$ cat src/rtl/hier_child_sequencer.sv
// Drives N_CHILD child blocks one after another: strobe child idx, wait for its done, advance.
// Ends with a one-cycle done pulse, flagged as an error with the child index if a child times out.
module hier_child_sequencer #(
    parameter  int N_CHILD = 5,
    parameter  int TIMEOUT = 16,
    localparam int IDX_W   = (N_CHILD > 1) ? $clog2(N_CHILD) : 1
) (
    input  logic               clk,
    input  logic               rst,
    input  logic               start_i,
    output logic               busy_o,
    output logic               done_o,
    output logic               err_o,
    output logic [IDX_W-1:0]   err_idx_o,
    output logic [N_CHILD-1:0] child_start_o,
    input  logic [N_CHILD-1:0] child_done_i
);
    // Wide enough to hold TIMEOUT-1; the counter stops there, so it never wraps.
    localparam int CNT_W = $clog2(TIMEOUT) + 1;
    localparam logic [IDX_W-1:0] LAST_IDX = IDX_W'(N_CHILD - 1);
    localparam logic [CNT_W-1:0] CNT_LAST = CNT_W'(TIMEOUT - 1);

    typedef enum logic [2:0] {
        S_IDLE,
        S_LAUNCH,
        S_WAIT,
        S_DONE,
        S_ERR
    } state_t;

    state_t             state_q, state_d;
    logic [IDX_W-1:0]   idx_q, idx_d;
    logic [CNT_W-1:0]   cnt_q, cnt_d;
    logic               err_q, err_d;
    logic [IDX_W-1:0]   err_idx_q, err_idx_d;
    logic               busy_q, busy_d;
    logic               done_q, done_d;
    logic [N_CHILD-1:0] strobe_q, strobe_d;
    logic               cur_done;

    always_comb begin
        cur_done  = child_done_i[idx_q];
        state_d   = state_q;
        idx_d     = idx_q;
        cnt_d     = cnt_q;
        err_d     = err_q;
        err_idx_d = err_idx_q;

        unique case (state_q)
            S_IDLE: begin
                if (start_i) begin
                    state_d   = S_LAUNCH;
                    idx_d     = '0;
                    err_d     = 1'b0;
                    err_idx_d = '0;
                end
            end
            S_LAUNCH: begin
                state_d = S_WAIT;
                cnt_d   = '0;
            end
            S_WAIT: begin
                // A done arriving in the final allowed cycle still counts as success.
                if (cur_done) begin
                    if (idx_q == LAST_IDX) begin
                        state_d = S_DONE;
                    end else begin
                        idx_d   = idx_q + IDX_W'(1);
                        state_d = S_LAUNCH;
                    end
                end else if (cnt_q == CNT_LAST) begin
                    state_d   = S_ERR;
                    err_d     = 1'b1;
                    err_idx_d = idx_q;
                end else begin
                    cnt_d = cnt_q + CNT_W'(1);
                end
            end
            S_DONE, S_ERR: begin
                state_d = S_IDLE;
            end
            default: begin
                state_d = S_IDLE;
            end
        endcase

        // Outputs are precomputed from the next state so they leave straight from flops.
        busy_d   = (state_d != S_IDLE);
        done_d   = (state_d == S_DONE) || (state_d == S_ERR);
        strobe_d = '0;
        if (state_d == S_LAUNCH) begin
            strobe_d[idx_d] = 1'b1;
        end
    end

    always_ff @(posedge clk or posedge rst) begin
        if (rst) begin
            state_q   <= S_IDLE;
            idx_q     <= '0;
            cnt_q     <= '0;
            err_q     <= 1'b0;
            err_idx_q <= '0;
            busy_q    <= 1'b0;
            done_q    <= 1'b0;
            strobe_q  <= '0;
        end else begin
            state_q   <= state_d;
            idx_q     <= idx_d;
            cnt_q     <= cnt_d;
            err_q     <= err_d;
            err_idx_q <= err_idx_d;
            busy_q    <= busy_d;
            done_q    <= done_d;
            strobe_q  <= strobe_d;
        end
    end

    assign busy_o        = busy_q;
    assign done_o        = done_q;
    assign err_o         = err_q;
    assign err_idx_o     = err_idx_q;
    assign child_start_o = strobe_q;

endmodule

$ cat config.mk
export PLATFORM = sky130hd
export DESIGN_NAME = hier_child_sequencer
export DESIGN_NICKNAME = d
export VERILOG_FILES = /design/src/rtl/hier_child_sequencer.sv
export SDC_FILE = /design/constraint.sdc
export NUM_CORES = 1
export LEC_CHECK = 0
export ABC_AREA = 1
export CAP_MARGIN = 20
export CORE_MARGIN = 4
export CORE_UTILIZATION = 54
export CTS_CLUSTER_SIZE = 8
export DETAILED_ROUTE_END_ITERATION = 10
export HOLD_SLACK_MARGIN = 0.02
export PLACE_DENSITY = 0.82
export SLEW_MARGIN = 25
export SYNTH_ARGS = -nofsm -noshare
export SYNTH_HDL_FRONTEND = slang
export SYNTH_SLANG_ARGS = --single-unit
export TNS_END_PERCENT = 5
$ cat constraint.sdc
create_clock -name clk -period 3.4 [get_ports clk]
set_input_delay 1.02 -clock clk [delete_from_list [all_inputs] [get_ports clk]]
set_output_delay 1.02 -clock clk [all_outputs]
set_load 0.05 [all_outputs]
==> impl_metrics.py <==
metrics = {
    "grt": {
        "grt-ovfl-total": 0,
        "grt_antenna_before_repair": 0,
        "grt_max_degree": 23,
        "grt_pass1_wl_microns": 3680,
        "grt.total_usage": 0.183,
        "grt_pass1_vias": 834,
    },
    "placement": {
        "gp_congestion": 0.817,
        "place_area_sq_um": 1270,
        "dp.cells": 159,
        "port_buffers": 18,
        "hpwlAfterDp_microns": 1670,
    },
    "synth": {
        "synth_nets": 128,
        "yosys.area.top_type_share": 0.521,
        "avgSynthCellArea_sq_um": 9.11,
        "synth_area_leader_cell": "dfrtp_1",
        "synth_area_sq_um": 1060,
        "postSynthCellCount": 116,
        "synth.top_cells.by_area": "dfrtp_1, nand2_1, nand3_1",
        "ys_seq_elements": 22,
        "synth_warnings": 0,
        "ys_seq_area_frac": 0.521,
        "ys_types": 20,
    },
    "setup_path": {
        "worst-path-buf-inv": 1,
        "slowest_delay_ps": 820,
        "path_class": "reg2out",
        "worstPathRequired_ps": 2380,
        "cp_slowest_cell": "clkdlybuf4s50_1",
        "startpoint_type": "register",
        "cp_max_fo": 1,
        "critPathArrivalTime_ps": 1480,
        "critPathTopFamily": "buffers and inverters",
        "end_kind": "primary output",
        "path_cells": "clkdlybuf4s50_1",
    },
    "clocking": {
        "cts_tree": "built",
        "clock_path_buffers": 2,
        "cts_resized": 0,
        "cts-root-buf": "clkbuf_4",
        "post_cts_buffers": 0,
        "clkTransAtPathRegs_ps": 120,
        "numCtsBuffers": 3,
        "cts_hold_repair.buffers": 0,
        "clk_latency_ps": 300,
        "htreeDepth": 1,
        "numClockSinks": 22,
    },
    "layout": {
        "diodes": 0,
        "most-common-layout-cells": "nand2_1, dfrtp_1, clkdlybuf4s50_1",
        "layout-drive-gt1-share": 0.116,
        "final_cells": 163,
        "final_common_cell": "nand2_1",
        "fillers": 138,
        "final_nets": 151,
        "post-route-cell-area_sq_um": 1310,
        "area.sequential_sq_um": 551,
        "area_growth_syn_to_layout_pct": 23.4,
        "multi_input_area_sq_um": 469,
    },
    "floorplan": {
        "die_w_microns": 52.3,
        "start_util": 0.593,
        "core_area_sq_um": 1780,
        "die_area_sq_um": 2730,
        "die_y_microns": 52.3,
        "row_count": 15,
        "io_pins": 19,
    },
    "sta": {
        "tns_ps": 0,
        "tightest_slew_ps": 793,
        "relSlewSlack": 0.471,
        "min_period_ps": 2500,
        "period_share": 0.736,
        "setup_violations": 0,
        "fmax_ghz": 0.400,
        "finalMaxSlewViolations": 0,
        "finClkSkew_ps": 5.59,
        "rsz0062_at_grt": "no",
        "hold_violations": 0,
    },
    "run_status": {
        "outcome": "completed",
    },
    "routing": {
        "ant_nets": 0,
        "drt_wl_total_microns": 2100,
        "drtIter0Drc": 12,
        "wire_per_inst_microns": 12.9,
        "via_per_inst": 5.28,
        "vias": 861,
        "dr.pass1.iters": 4,
        "drcViolationCount": 0,
    },
    "hold_path": {
        "hp-class": "reg2reg",
    },
    "power_and_ir_drop": {
        "p_per_area_nw_per_um2": 794,
        "p_leak_uw": 0.000627,
        "vdd_drop_max_v": 0.000645,
    },
    "run": {
        "max_cap_violations": 0,
    },
}
-- where the power goes --
part / internal (uW) / total [uW] / switching, uW
Sequential: 320 / 364 / 44.7
Clock: 65.3 / 142 / 76.8
Combinational: 164 / 530 / 366
Total: 549 / 1040 / 488
-- cells in the mapped netlist --
library cell  instances
nand4_1               2
a21oi_1               6
nand3b_1              2
nand3_1              11
nand2_2               3
dfrtp_1              22
inv_1                 8
nand2_4               2
nor2_2                1
ha_1                  4
nand3_4               1
o31ai_1               2
nand3_2               2
inv_2                 2
o21ai_0               8
nor2_1                9
nand2_1              27
o21ai_2               1
o21ai_1               1
xor2_1                2
-- through the flow --
| stage | util | total power, uW | hold WS (ps) | setup WS, ps |
|---|---|---|---|---|
| global route | 0.732 | 1120 | 527 | 840 |
| CTS | 0.732 | 1040 | 500 | 893 |
| finish | 0.732 | 1040 | 495 | 898 |
| detailed placement | 0.712 | 899 | 472 | 879 |
| floorplan | - | 754 | 453 | 1520 |
| global placement | 0.712 | 875 | 456 | 958 |
-- registers in the layout (all words and copies together) (netlist names) --
| name | cells |
|---|---|
| state_q | 3 |
| err_o | 1 |
| busy_o | 1 |
| idx_q | 3 |
| err_idx_o | 3 |
| done_o | 1 |
| cnt_q | 5 |
| child_start_o | 5 |
-- cell families after synthesis --
| logic type | count (synthesis) | share of synthesized area |
|---|---|---|
| buffers and inverters | 10 | 0.0355 |
| XOR/XNOR | 2 | 0.0166 |
| adder cells (fa/ha/maj) | 4 | 0.0473 |
| AND/OR/NAND/NOR | 60 | 0.286 |
| flip-flops | 22 | 0.521 |
| AO/OA/AOI/OAI | 18 | 0.0935 |
-- area by class of cell --
type | instances | share of cell area
Multi-Input combinational cell | 84 | 0.360
Clock buffer | 4 | 0.0278
Sequential cell | 22 | 0.422
Inverter | 10 | 0.0288
Tap cell | 25 | 0.0240
Timing Repair Buffer | 18 | 0.138
-- metal layers --
layer,wire [microns],vias up,part of all wire,track usage
li1,-,433,-,-
met1,947,402,0.45,0.239
met2,1020,20,0.49,0.287
met3,95,6,0.045,0.0484
met4,33,0,0.016,0.0723
met5,0,-,0,0
-- final timing paths --
| kind | startpoint | cells after the start | slack, ps | endpoint |
|---|---|---|---|---|
| worst max-delay path | child_start_o[0]$_DFF_PP0_ | 1 | 900 | child_start_o[0] |
| worst min-delay path | err_idx_o[2]$_DFFE_PP0P_ | 2 | 490 | err_idx_o[2]$_DFFE_PP0P_ |
| worst max register to register | cnt_q[0]$_DFFE_PP0P_ | 8 | 1700 | cnt_q[2]$_DFFE_PP0P_ |
| worst min register to register | err_idx_o[2]$_DFFE_PP0P_ | 2 | 490 | err_idx_o[2]$_DFFE_PP0P_ |
| max in group asynchronous | rst | 2 | 1760 | cnt_q[1]$_DFFE_PP0P_ |
| min in group asynchronous | rst | 2 | 1150 | err_idx_o[0]$_DFFE_PP0P_ |
Power figures use the tool's default switching activity.
